<file path="config.mk">
export PLATFORM = sky130hd
export DESIGN_NAME = ps2_host_tx
export DESIGN_NICKNAME = d
export VERILOG_FILES = /design/src/rtl/ps2_host_pkg.sv /design/src/rtl/ps2_host_tx_sync_edge.sv /design/src/rtl/ps2_host_tx.sv
export SDC_FILE = /design/constraint.sdc
export NUM_CORES = 1
export LEC_CHECK = 0
export ABC_AREA = 1
export CORE_MARGIN = 5
export CORE_UTILIZATION = 54
export DETAILED_ROUTE_END_ITERATION = 8
export GPL_ROUTABILITY_DRIVEN = 0
export HOLD_SLACK_MARGIN = 0.03
export PLACE_DENSITY_LB_ADDON = 0.12
export SYNTH_ARGS = -nofsm -noshare
export SYNTH_HDL_FRONTEND = slang
export SYNTH_SLANG_ARGS = --single-unit
export TNS_END_PERCENT = 20
</file>
<file path="constraint.sdc">
create_clock -name wb_clk_i -period 1.65 [get_ports wb_clk_i]
set_input_delay 0.165 -clock wb_clk_i [delete_from_list [all_inputs] [get_ports wb_clk_i]]
set_output_delay 0.165 -clock wb_clk_i [all_outputs]
set_load 0.03 [all_outputs]
</file>
<file path="src/rtl/ps2_host_pkg.sv">
// ---------------------------------------------------------------------------
// ps2_host_pkg
// Shared definitions for the PS/2 host paths (transmit now, receive later).
// Holds the controller state encoding, the default line timing in 50 MHz
// clock cycles, and the odd-parity helper used on the wire.
// ---------------------------------------------------------------------------
package ps2_host_pkg;

  // 100 us clock-line inhibit and 15 ms whole-transfer timeout at 50 MHz
  localparam int PS2_INHIBIT_CYCLES = 5000;
  localparam int PS2_TIMEOUT_CYCLES = 750000;

  // Controller states, kept as plain constants so older tools can share them
  localparam logic [2:0] ST_IDLE      = 3'd0;
  localparam logic [2:0] ST_INHIBIT   = 3'd1;
  localparam logic [2:0] ST_RTS       = 3'd2;
  localparam logic [2:0] ST_DATA      = 3'd3;
  localparam logic [2:0] ST_ACK       = 3'd4;
  localparam logic [2:0] ST_WAIT_IDLE = 3'd5;

  // PS/2 frames carry odd parity: the parity bit makes the count of ones odd
  function automatic logic odd_parity(input logic [7:0] b);
    return ~^b;
  endfunction

endpackage

</file>
<file path="src/rtl/ps2_host_tx_sync_edge.sv">
// ---------------------------------------------------------------------------
// ps2_sync_edge
// Two-flop synchronizer for an asynchronous PS/2 pad level, plus a
// falling-edge detector on the synchronized value.
// Ports:
//   clk   - system clock, rising edge
//   rst_n - asynchronous active-low reset (flops reset to the idle level 1)
//   din   - raw pad level
//   sync  - synchronized level
//   fall  - one-cycle pulse when sync goes from 1 to 0
// ---------------------------------------------------------------------------
module ps2_sync_edge (
  input  logic clk,
  input  logic rst_n,
  input  logic din,
  output logic sync,
  output logic fall
);

  logic meta;
  logic prev;

  // Reset to 1 so that leaving reset never looks like a falling edge on an
  // idle (pulled-up) line.
  always_ff @(posedge clk or negedge rst_n) begin
    if (!rst_n) begin
      meta <= 1'b1;
      sync <= 1'b1;
      prev <= 1'b1;
    end else begin
      meta <= din;
      sync <= meta;
      prev <= sync;
    end
  end

  assign fall = prev & ~sync;

endmodule

</file>
<file path="src/rtl/ps2_host_tx.sv">
// ---------------------------------------------------------------------------
// ps2_host_tx
// PS/2 host-to-device command transmitter. Inhibits the clock line, issues a
// request-to-send, shifts out 8 data bits LSB first, odd parity and stop on
// the device's falling clock edges, then samples the device acknowledge.
// Ports:
//   wb_clk_i                   - 50 MHz system clock
//   wb_rst_n_i                 - asynchronous active-low reset
//   tx_data_i / tx_valid_i     - command byte and request
//   tx_ready_o                 - high only when idle (request accepted)
//   ps2_clk_i / ps2_dat_i      - raw pad levels
//   ps2_clk_oe_o/ps2_dat_oe_o  - 1 pulls the line low, 0 releases it
//   busy_o                     - high whenever not idle
//   done_o / err_o             - one-cycle ack / failure pulses
// ---------------------------------------------------------------------------
module ps2_host_tx
  import ps2_host_pkg::*;
#(
  parameter int INHIBIT_CYCLES = PS2_INHIBIT_CYCLES,
  parameter int TIMEOUT_CYCLES = PS2_TIMEOUT_CYCLES
) (
  input  logic       wb_clk_i,
  input  logic       wb_rst_n_i,
  input  logic [7:0] tx_data_i,
  input  logic       tx_valid_i,
  output logic       tx_ready_o,
  input  logic       ps2_clk_i,
  input  logic       ps2_dat_i,
  output logic       ps2_clk_oe_o,
  output logic       ps2_dat_oe_o,
  output logic       busy_o,
  output logic       done_o,
  output logic       err_o
);

  localparam int IW = $clog2(INHIBIT_CYCLES + 1);
  localparam int TW = $clog2(TIMEOUT_CYCLES + 1);
  localparam logic [IW-1:0] INH_LAST = IW'(INHIBIT_CYCLES);
  localparam logic [TW-1:0] TO_LAST  = TW'(TIMEOUT_CYCLES - 1);

  logic [2:0]    state;
  logic [IW-1:0] inh_cnt;
  logic [TW-1:0] to_cnt;
  logic [3:0]    edge_cnt;
  logic [7:0]    data_q;
  logic          parity_q;
  logic          dat_oe_q;
  logic          sync_clk;
  logic          clk_fall;
  logic          dat_meta;
  logic          sync_dat;
  logic          in_xfer;

  ps2_sync_edge u_clk_sync (
    .clk   (wb_clk_i),
    .rst_n (wb_rst_n_i),
    .din   (ps2_clk_i),
    .sync  (sync_clk),
    .fall  (clk_fall)
  );

  // The data line only needs its level, so it gets a bare two-flop
  // synchronizer; reset value 1 matches the released line.
  always_ff @(posedge wb_clk_i or negedge wb_rst_n_i) begin
    if (!wb_rst_n_i) begin
      dat_meta <= 1'b1;
      sync_dat <= 1'b1;
    end else begin
      dat_meta <= ps2_dat_i;
      sync_dat <= dat_meta;
    end
  end

  // The timeout only runs while the device owns the clock.
  assign in_xfer = (state == ST_RTS) || (state == ST_DATA) || (state == ST_ACK);

  // Main controller. Timeout is checked first so that it wins over a falling
  // edge arriving in the same cycle. In DATA the edge counter holds the number
  // of edges already seen, so the bit driven on the next edge is
  // data_q[edge_cnt] for edges 2..8.
  always_ff @(posedge wb_clk_i or negedge wb_rst_n_i) begin
    if (!wb_rst_n_i) begin
      state    <= ST_IDLE;
      inh_cnt  <= '0;
      to_cnt   <= '0;
      edge_cnt <= '0;
      data_q   <= '0;
      parity_q <= 1'b0;
      dat_oe_q <= 1'b0;
      done_o   <= 1'b0;
      err_o    <= 1'b0;
    end else begin
      done_o <= 1'b0;
      err_o  <= 1'b0;
      if (in_xfer && (to_cnt == TO_LAST)) begin
        state    <= ST_IDLE;
        err_o    <= 1'b1;
        dat_oe_q <= 1'b0;
      end else begin
        if (in_xfer) begin
          to_cnt <= to_cnt + TW'(1);
        end
        case (state)
          ST_IDLE: begin
            if (tx_valid_i) begin
              data_q   <= tx_data_i;
              parity_q <= odd_parity(tx_data_i);
              inh_cnt  <= '0;
              edge_cnt <= '0;
              state    <= ST_INHIBIT;
            end
          end
          ST_INHIBIT: begin
            if (inh_cnt == INH_LAST) begin
              to_cnt <= '0;
              state  <= ST_RTS;
            end else begin
              inh_cnt <= inh_cnt + IW'(1);
            end
          end
          ST_RTS: begin
            if (clk_fall) begin
              dat_oe_q <= ~data_q[0];
              edge_cnt <= 4'd1;
              state    <= ST_DATA;
            end
          end
          ST_DATA: begin
            if (clk_fall) begin
              edge_cnt <= edge_cnt + 4'd1;
              if (edge_cnt == 4'd9) begin
                dat_oe_q <= 1'b0;
                state    <= ST_ACK;
              end else if (edge_cnt == 4'd8) begin
                dat_oe_q <= ~parity_q;
              end else begin
                dat_oe_q <= ~data_q[edge_cnt[2:0]];
              end
            end
          end
          ST_ACK: begin
            if (clk_fall) begin
              edge_cnt <= 4'd11;
              if (sync_dat) begin
                err_o <= 1'b1;
              end else begin
                done_o <= 1'b1;
              end
              state <= ST_WAIT_IDLE;
            end
          end
          ST_WAIT_IDLE: begin
            if (sync_clk && sync_dat) begin
              state <= ST_IDLE;
            end
          end
          default: state <= ST_IDLE;
        endcase
      end
    end
  end

  // Line drivers decode straight from state so that an asynchronous reset
  // releases both lines without waiting for a clock edge. The last inhibit
  // cycle also pulls data low, ahead of releasing the clock.
  always_comb begin
    ps2_clk_oe_o = 1'b0;
    ps2_dat_oe_o = 1'b0;
    case (state)
      ST_INHIBIT: begin
        ps2_clk_oe_o = 1'b1;
        ps2_dat_oe_o = (inh_cnt == INH_LAST);
      end
      ST_RTS:  ps2_dat_oe_o = 1'b1;
      ST_DATA: ps2_dat_oe_o = dat_oe_q;
      default: ;
    endcase
  end

  assign tx_ready_o = (state == ST_IDLE);
  assign busy_o     = (state != ST_IDLE);

endmodule

</file>
=== Word level (Yosys, flattened, before mapping) ===
Cells that the tools add are included.
W data, S select, Z words.

* Add/sub/neg operators: 3
* Order comparisons: 1
* Equality and inequality tests: 21
* Multiplexer cells: 38
* Bitwise logic cells: 6
* Reductions and logical operators: 15

{| class="wikitable"
|+ Operators by type and width
! kind !! count
|-
| $mux W20 || 3
|-
| $mux W13 || 2
|-
| $pmux W13 S2 || 1
|-
| $mux W3 || 8
|-
| $add A20 B1 Y20 const B || 1
|-
| $eq A20 B20 Y1 const B || 1
|-
| $pmux W3 S6 || 1
|-
| $mux W4 || 4
|-
| $pmux W4 S4 || 1
|-
| $mux W1 || 15
|-
| $add A13 B1 Y13 const B || 1
|-
| $eq A13 B13 Y1 const B || 1
|-
| $ne A3 B2 Y1 const B || 4
|-
| $ne A2 B2 Y1 const B || 5
|-
| $eq A4 B4 Y1 const B || 2
|-
| $reduce_xnor A8 Y1 || 1
|-
| $reduce_and A7 Y1 || 1
|-
| $eq A3 B2 Y1 const B || 2
|-
| $eq A3 B3 Y1 const B || 2
|-
| $ne A3 B3 Y1 const B || 2
|-
| $reduce_and A3 Y1 || 2
|-
| $reduce_and A6 Y1 || 1
|-
| $reduce_bool A3 Y1 || 2
|-
| $not A1 Y1 || 5
|-
| 14 further kinds || 16
|}

* Register bits after elaboration: 57
* Bits of input ports: 13
* Output and inout port bits: 6

=== Depth between registers and ports, before layout ===
Gate-level depths: netlist of run 1.

* Depth after elaboration: 8
* Gate-level depth with buffers: 11
* Mapped depth without buffers: 10

=== Modules after synthesis ===
A second synthesis of run 1 with hierarchy kept.

* Cells, all modules: 491
* Area, all modules: 3564.7 um2

{| class="wikitable"
|+ Modules (own cells, without submodules)
! module !! instances !! cells each !! area each (um2)
|-
| ps2_host_tx || 1 || 486 || 3475.8
|-
| ps2_sync_edge || 1 || 5 || 88.8
|}

=== Least setup slack after synthesis of run 1 ===
No wires, ideal clock.

* Kind: register to register
* Start point: register state[1]
* End point: register parity_q
* Setup time: 0.065 ns
* Arrival: 1.628 ns
* Slack: -0.043 ns
* Stages on the path, launching flop included: 9
* Path buffers: 1
* Cells stage by stage: dfrtp_1 inv_2 nand2_1 nor2_2 inv_2 nor2_4 buf_2 nand3_1 nand2_1

{| class="wikitable"
|+ RTL lines
! item !! line !! RTL
|-
| start, declared || ps2_host_tx.sv:41 || <nowiki>logic [2:0] state;</nowiki>
|-
| start signal, assigned || ps2_host_tx.sv:83 || <nowiki>state <= ST_IDLE;</nowiki>
|-
| start signal, assigned || ps2_host_tx.sv:96 || <nowiki>state <= ST_IDLE;</nowiki>
|-
| start signal, assigned || ps2_host_tx.sv:110 || <nowiki>state <= ST_INHIBIT;</nowiki>
|-
| $logic_not A3 Y1 || n/a ||
|-
| named net tx_ready_o || ps2_host_tx.sv:26 || <nowiki>output logic tx_ready_o,</nowiki>
|-
| $reduce_and A3 Y1 (no source line) || n/a ||
|-
| end signal, assigned || ps2_host_tx.sv:107 || <nowiki>parity_q <= odd_parity(tx_data_i);</nowiki>
|-
| end, declared || ps2_host_tx.sv:46 || <nowiki>logic parity_q;</nowiki>
|}

The timed path passes the listed nets, and every way through them passes these cells.
A chain may end at the register's enable or synchronous reset.

=== Worst setup path after layout of run 1 ===
* Start point: register state[0]
* End point: output port ps2_clk_oe_o

* Word-level cells in the longest chain between the ends: 2

{| class="wikitable"
|+ Ends and longest elaborated chain
! item !! line !! RTL
|-
| $eq A3 B1 Y1 || ps2_host_tx.sv:169 || <nowiki>case (state)</nowiki>
|-
| $mux W1 || ps2_host_tx.sv:169 ||
|-
| end, declared || ps2_host_tx.sv:29 || <nowiki>output logic ps2_clk_oe_o,</nowiki>
|}

No other way between the ends.

==> results of run 1 <==
## power by group through the flow
stage | combinational [mW] | clock, mW | sequential [mW]
6_report | 3.49 | 1.18 | 2.13
5_1_grt | 3.90 | 1.26 | 2.18
4_1_cts | 3.18 | 1.17 | 2.10
3_5_place_dp | 3.06 | 0 | 2.12
3_3_place_gp | 2.99 | 0 | 2.12
2_1_floorplan | 2.09 | 0 | 2.08
## per-stage QoR
stage	total power, mW	setup TNS (ns)	hold WS, ns	instances	worst slack (ns)
detailed placement	5.177	0	0.1896	628	0.03112
global route	7.335	-1.674	0.2250	658	-0.2319
floorplan	4.172	0	-0.1306	509	0.05239
global placement	5.103	0	0.1904	628	0.05496
finish	6.803	-0.4132	0.2178	658	-0.1690
CTS	6.453	-1.199	0.2149	652	-0.1922
## what timing repair did
action | in CTS | in global routing
pin swaps | 4 | 8
endpoints found under the hold margin | 52 | 0
setup endpoints to repair | 4 | 41
hold buffers | 1 | 0
buffers inserted | 7 | 7
gates resized for setup | 12 | 36
## final cells by class
type	count	area [um2]
multi-input combinational	383	2018
fill	514	1879
sequential	57	1435
timing repair buffer	62	548.0
inverter	63	239.0
clock buffer	9	123.9
tap	77	96.34
clock inverter	7	46.29
## worst min path at each step
stage | endpoint | slack [ns] | cells past startpoint
finish | dat_meta | 0.22 | 1
global route | u_clk_sync.meta | 0.22 | 1
CTS | dat_meta | 0.21 | 1
detailed placement | to_cnt[18] | 0.19 | 2
global placement | to_cnt[13] | 0.19 | 2
floorplan | dat_oe_q | -0.13 | 0
## worst register-to-register path: stages, from the launching register on
cell	delay (ns)
sky130_fd_sc_hd__dfrtp_1	0.41
sky130_fd_sc_hd__inv_2	0.09
sky130_fd_sc_hd__ha_4	0.16
sky130_fd_sc_hd__nand2_4	0.05
sky130_fd_sc_hd__nor3_4	0.14
sky130_fd_sc_hd__buf_4	0.14
sky130_fd_sc_hd__buf_6	0.08
sky130_fd_sc_hd__buf_6	0.09
sky130_fd_sc_hd__nand3_4	0.08
sky130_fd_sc_hd__nand2_4	0.11
sky130_fd_sc_hd__nand2_1	0.08
sky130_fd_sc_hd__nand2_1	0.07
sky130_fd_sc_hd__nand2_1	0.05
sky130_fd_sc_hd__nor2_1	0.09
## cells by family (layout without fill, tap and decap cells)
family | count (synthesis) | in the layout
AND/OR/NAND/NOR | 308 | 308
buffers and inverters | 69 | 141
flip-flops | 57 | 57
AO/OA/AOI/OAI | 54 | 54
XOR/XNOR | 15 | 15
adder cells (fa/ha/maj) | 6 | 6
## cell usage after synthesis, drive strengths merged
cell and instances:
xor2 7, nand3b 2, nand3 57, a21oi 16, inv 63, ha 6, xnor2 8, and2 2
o21bai 2, nand4 14, o21ai 34, o22ai 1, nor3 15, nand2 146, dfstp 5, a31oi 1
buf 5, nor2 69, or2 3, clkbuf 1, dfrtp 52
## flip-flops by register name, summed over array words and instances, names as in the netlist
name	count
u_clk_sync.sync	1
edge_cnt	4
done_o	1
err_o	1
data_q	8
u_clk_sync.meta	1
state	3
u_clk_sync.prev	1
inh_cnt	13
sync_dat	1
dat_meta	1
parity_q	1
to_cnt	20
dat_oe_q	1
## layer usage
| metal | vias to the layer above | part of all wire [%] | GRT usage, % |
|---|---|---|---|
| met5 | - | 0 | 0 |
| met4 | 0 | 2.3 | 9.169 |
| met3 | 21 | 5.9 | 3.802 |
| met2 | 137 | 49 | 34.96 |
| met1 | 1586 | 43 | 29.69 |
| li1 | 1776 | - | - |
==> impl_metrics.tcl, run 1 <==
set metrics [dict create \
    finalMaxSlewViolations 0 \
    numClockSinks 57 \
    yosys.area.top_type_share_pct 36.30 \
    r2r_slack_ns -0.04 \
    initial_utilization_pct 56.13 \
    floorplan.core_area_mm2 0.006386 \
    max_clock_freq_ghz 0.5497 \
    power.leakage_nw 2.107 \
    num_antenna_cells 0 \
    hold_path_class "primary input to flip-flop" \
    antenna_found_initial 0 \
    cts_made_buffers 9 \
    clock_latency_ns 0.35 \
    synth.distinct_cells 33 \
    synth.mux.area_fraction_pct 0 \
    slew-limit-headroom_pct 75.03 \
    finalHoldViolations 0 \
    power.density_cell_area_mw_per_mm2 1509 \
    drtIter0Drc 216 \
    dieArea_mm2 0.008368 \
    crit_chain "inv_2 -> nor3_4 -> buf_4 -> buf_4" \
    timing.critical_path.depth 4 \
    cts.path.max_buffers 2 \
    synth_simple_gate_area_share_pct 38.85 \
    dp_hpwl_um 6473 \
    yosys.area_share.xor_xnor_pct 3.665 \
    layout.cells.most_common "sky130_fd_sc_hd__nand2_1" \
    critical_path_class "flip-flop to output pin" \
    synth_area_mm2 0.003585 \
    io_buffers 18 \
    track_usage_pct 22.05 \
    cts.htree.levels 3 \
    synth.ff_latch_count 57 \
    grt_start_max_net_pins 58 \
    slowest_delay_ns 0.43 \
    final_cell_mix "sky130_fd_sc_hd__nand2_1, sky130_fd_sc_hd__nand3_1, sky130_fd_sc_hd__nor2_1" \
    timing.final.crit_share_pct 110.2 \
    finish.utilization_pct 70.57 \
    grt_setup_unrepaired "true" \
    routed_via_density 5.350 \
    post_synth_inst_count 509 \
    number_of_top_level_pins 19 \
    dr.pass1.iters 5 \
    cp-start-kind "flip-flop" \
    placed_area_mm2 0.004055 \
    fin_nets 595 \
    grt_first_pass_wirelength_um 15280 \
    cpLargestDelayFamily "buffers and inverters" \
    finalSetupViolations 5 \
    overflow 0 \
    reg2regPathDepth 13 \
    power_switching_mw 3.065 \
    critical_path.n_buffers_inverters 3 \
    route.vias.total 3520 \
    combinational_family_with_the_most_area_after_synthesis "simple AND/OR/NAND/NOR gates" \
    finClkSkew_ns 0.009251 \
    clock_power_share_pct 17.3 \
    yosysSeqAreaShare_pct 39.97 \
    regToRegEndpoint "state[0]" \
    final_cell_area_mm2 0.004507 \
    worst_ep_arrival_time_ns 1.65 \
    buffer_type_at_the_clock_tree_root "sky130_fd_sc_hd__clkbuf_8" \
    setup.worst_path.start "state[0]" \
    tritoncts "yes" \
    fraction_of_layout_instances_using_a_drive_strength_above_1_pct 20.48 \
    failed_checks "negative setup slack" \
    post_route_ant_nets 0 \
    clk_pin_slew_ns 0.07 \
    share_comb_of_total_power_pct 51.3 \
    max_cap_violations 0 \
    cp_slowest_cell "sky130_fd_sc_hd__dfrtp_1" \
    synth.net_count 528 \
    p_int_mw 3.738 \
    ys.warnings.count 0 \
    final.setup.worst_slack_ns -0.1690 \
    synth-compound-area-share_pct 7.749 \
    peakVddDrop_uv 1486 \
    endpoint_kind "output pin" \
    totalWireLength_um 9308 \
    critPathRequiredTime_ns 1.48 \
    synth_fa_ha_area_share_pct 2.094 \
    tightest_slew_ns 0.3731 \
    crit-reg2reg-launch "inh_cnt[0]" \
    syn_to_layout_area_delta_pct 25.72 \
    share_seq_of_total_power_pct 31.3 \
    floorplan.rows 29 \
    run_status "complete, but fails checks" \
    wl_per_cell_um 14.15 \
    finalCriticalPeriod_ns 1.819 \
    worstHoldStart "ps2_dat_i" \
    cp_max_fo 10 \
    crit_path_frequent_cell "sky130_fd_sc_hd__buf_4" \
    netlist_top_cells_area "sky130_fd_sc_hd__dfrtp_1, sky130_fd_sc_hd__nand2_1, sky130_fd_sc_hd__nand3_1, sky130_fd_sc_hd__nor2_1, sky130_fd_sc_hd__inv_1" \
    dieWidth_um 91.48 \
    avgSynthCellArea_um2 7.043 \
    crit_path_end "ps2_clk_oe_o" \
    largest_area_contributor_in_the_synthesized_netlist "sky130_fd_sc_hd__dfrtp_1" \
    die_height_um 91.48 \
    remaining_drc_errors 0 \
    power.share.switching_pct 45.06 \
    number_of_global_route_vias_before_repair 3393 \
]
(Power assumes the default switching activity.)
==> run 2, diff against run 1 <==
--- a/config.mk
+++ b/config.mk
@@ -5,9 +5,9 @@
 export SDC_FILE = /design/constraint.sdc
 export NUM_CORES = 1
 export LEC_CHECK = 0
-export ABC_AREA = 1
+export ABC_AREA = 0
 export CORE_MARGIN = 5
-export CORE_UTILIZATION = 54
+export CORE_UTILIZATION = 53
 export DETAILED_ROUTE_END_ITERATION = 8
 export GPL_ROUTABILITY_DRIVEN = 0
 export HOLD_SLACK_MARGIN = 0.03
==> impl_metrics.tcl, run 2 <==
set metrics [dict create \
    number_of_top_level_pins 19 \
    multiInputGateArea_mm2 0.001803 \
    ys.warnings.count 0 \
    finClkSkew_ns 0.008196 \
    clk_pin_slew_ns 0.07 \
    synth.net_count 335 \
    clock_latency_ns 0.35 \
    most_frequently_used_flop_master_after_synthesis "sky130_fd_sc_hd__dfrtp_1" \
    final_cell_mix "sky130_fd_sc_hd__buf_4, sky130_fd_sc_hd__dfrtp_1, sky130_fd_sc_hd__nor2_1" \
    regMostFlops "to_cnt" \
    p_int_mw 3.007 \
    tritoncts "yes" \
    floorplan.rows 27 \
    routed_via_density 5.596 \
    yosysMostFrequentCell "sky130_fd_sc_hd__dfrtp_1" \
    cts_made_buffers 9 \
    synth.mux.area_fraction_pct 6.013 \
    cpLargestDelayFamily "simple AND/OR/NAND/NOR gates" \
    timing.critical_path.depth 5 \
    cp_slowest_cell "sky130_fd_sc_hd__dfrtp_1" \
    synth-compound-area-share_pct 9.645 \
    synth.ff_latch_count 57 \
    cts.htree.levels 3 \
    largest_register_ff_count 20 \
    clock_power_share_pct 27.8 \
    slowest_delay_ns 0.40 \
    biggestRegsByFlops "to_cnt: 20 flops, inh_cnt: 13 flops, data_q: 8 flops" \
    largest_area_contributor_in_the_synthesized_netlist "sky130_fd_sc_hd__dfrtp_1" \
    synth_fa_ha_area_share_pct 2.421 \
    route.vias.total 2787 \
    antenna_found_initial 0 \
    initial_utilization_pct 55.29 \
    buffer_type_at_the_clock_tree_root "sky130_fd_sc_hd__clkbuf_8" \
    share_comb_of_total_power_pct 32.1 \
    max_cap_violations 0 \
    avgSynthCellArea_um2 9.812 \
    wl_per_cell_um 16.68 \
    fraction_of_layout_instances_using_a_drive_strength_above_1_pct 42.02 \
    power_switching_mw 1.410 \
    async_reset_ff_share_pct 100.0 \
    finalHoldViolations 0 \
    critical_path_class "flip-flop to output pin" \
    number_of_global_route_vias_before_repair 2754 \
    remaining_drc_errors 0 \
    synth_edf_count 0 \
    power.total_mw 4.417 \
    cts.path.max_buffers 2 \
    post_route_ant_nets 0 \
    grt_first_pass_wirelength_um 13050 \
    max_clock_freq_ghz 0.5316 \
    yosys.area.top_type_share_pct 41.97 \
    die_height_um 86.49 \
    final.fill_count 362 \
    dieArea_mm2 0.007480 \
    cp_max_fo 3 \
    dpl.cell_count 464 \
    power.density_cell_area_mw_per_mm2 993.3 \
    crit_path_frequent_cell "sky130_fd_sc_hd__buf_4" \
    power.share.switching_pct 31.91 \
    regArea_mm2 0.001438 \
    synth_simple_gate_area_share_pct 23.57 \
    run_status "complete, but fails checks" \
    syn_to_layout_area_delta_pct 43.42 \
    final.setup.worst_slack_ns -0.2311 \
    critPathRequiredTime_ns 1.48 \
    critical_path.n_buffers_inverters 2 \
    failed_checks "negative setup slack" \
    endpoint_kind "output pin" \
    finalMaxSlewViolations 0 \
    post_synth_inst_count 316 \
    overflow 0 \
    drtIter0Drc 139 \
    layout.cells.most_common "sky130_fd_sc_hd__buf_4" \
    timing.final.crit_share_pct 114.0 \
    holdPathStages 1 \
    io_buffers 18 \
    netlist_top_cells_area "sky130_fd_sc_hd__dfrtp_1, sky130_fd_sc_hd__xnor2_1, sky130_fd_sc_hd__nor2_1, sky130_fd_sc_hd__dfstp_2, sky130_fd_sc_hd__mux2_2" \
    dieWidth_um 86.49 \
    yosysSeqAreaShare_pct 46.21 \
    finalCriticalPeriod_ns 1.881 \
    grt_start_max_net_pins 42 \
    numClockSinks 57 \
    dr.pass1.iters 4 \
    reg2regPathDepth 6 \
    combinational_family_with_the_most_area_after_synthesis "simple AND/OR/NAND/NOR gates" \
    share_seq_of_total_power_pct 40.1 \
    peakVddDrop_uv 790.7 \
    worst_ep_arrival_time_ns 1.72 \
    synth.distinct_cells 52 \
    tightest_slew_ns 0.4252 \
    finalSetupViolations 28 \
    grt_setup_unrepaired "true" \
    synth_area_mm2 0.003100 \
    hold_path_class "primary input to flip-flop" \
    crit_chain "nor4bb_1 -> buf_4 -> nand4_1 -> o21ai_1 -> buf_4" \
    fin_nets 440 \
    floorplan.core_area_mm2 0.005608 \
    dp_hpwl_um 5055 \
    track_usage_pct 22.44 \
    power.leakage_nw 1.992 \
    slew-limit-headroom_pct 71.53 \
    finish.cell_count_without_fillers 498 \
    num_antenna_cells 0 \
    cp-start-kind "flip-flop" \
    yosys.area_share.xor_xnor_pct 8.757 \
    synth_common_cells "sky130_fd_sc_hd__dfrtp_1, sky130_fd_sc_hd__nor2_1, sky130_fd_sc_hd__xnor2_1, sky130_fd_sc_hd__nand2_1, sky130_fd_sc_hd__nand3_1" \
    totalWireLength_um 8308 \
]
run 2: area by class of cell:
class                   count  share of cell area, %
inverters                  12                  1.013
flip-flops and latches     57                  32.33
clock buffers              13                  3.799
repair buffers            106                  19.95
well taps                  72                  2.026
multi-input cells         235                  40.55
clock inverters             3                 0.3376
run 2: final timing paths:
kind                              from              end  slack, ns
max                        inh_cnt[10]     ps2_dat_oe_o      -0.23
min                          ps2_clk_i  u_clk_sync.meta       0.23
max reg2reg                   state[1]       to_cnt[10]      -0.17
min reg2reg                   dat_meta         sync_dat       0.36
max in group asynchronous   wb_rst_n_i         sync_dat       0.75
min in group asynchronous   wb_rst_n_i      edge_cnt[3]       0.28
run 2: power by group through the flow:
stage / Sequential (mW) / Combinational, mW / Clock [mW]
after floorplan: 1.73 / 0.769 / 0
after global placement: 1.77 / 1.23 / 0
after detailed placement: 1.78 / 1.28 / 0
after CTS: 1.76 / 1.35 / 1.23
after global routing: 1.80 / 1.53 / 1.30
final: 1.77 / 1.42 / 1.23
run 2: worst reg2reg max path: cells and delay by family (launching register included):
kind                   cells  cell delay (ns)
flip-flops                 1             0.50
buffers and inverters      2             0.34
AO/OA/AOI/OAI              3             0.65
AND/OR/NAND/NOR            1             0.28
run 2: cell families after synthesis:
| group | Yosys count |
|---|---|
| flops | 57 |
| xor+xnor | 31 |
| mux | 15 |
| simple gates | 137 |
| fa+ha+maj | 6 |
| buf+inv | 24 |
| compound gates | 46 |
run 2: timing repair:
item,in CTS,in global routing
setup endpoints to repair,55,54
hold buffers,1,0
pin swaps,14,16
resized for setup,38,29
setup buffers,13,5
hold endpoints to repair,16,0
cloned,0,0
run 2: per-stage QoR:
step / setup slack [ns] / setup TNS (ns) / cell area [um2] / util, % / hold WS (ns)
detailed placement: -0.3125 / -6.550 / 3872 / 69.05 / 0.1168
finish: -0.2311 / -2.393 / 4447 / 79.30 / 0.2285
floorplan: -0.04169 / -0.4026 / 3131 / - / -0.1306
CTS: -0.1910 / -0.8130 / 4285 / 76.42 / 0.2235
global placement: -0.2456 / -4.628 / 3872 / 69.05 / 0.1065
global route: -0.2967 / -4.872 / 4447 / 79.30 / 0.2249
run 2: metal layers:
| layer | routed length [um] | GRT usage, % |
|---|---|---|
| met4 | 194 | 11.33 |
| met1 | 3546 | 29.08 |
| met2 | 4137 | 36.23 |
| met3 | 430 | 3.707 |
| met5 | 0 | 0 |
==> run 3, diff against run 2 <==
--- a/config.mk
+++ b/config.mk
@@ -6,6 +6,7 @@
 export NUM_CORES = 1
 export LEC_CHECK = 0
 export ABC_AREA = 0
+export CAP_MARGIN = 20
 export CORE_MARGIN = 5
 export CORE_UTILIZATION = 53
 export DETAILED_ROUTE_END_ITERATION = 8
==> results of run 3 <==
Final layout, timing and power as in run 2 (identical DEF).
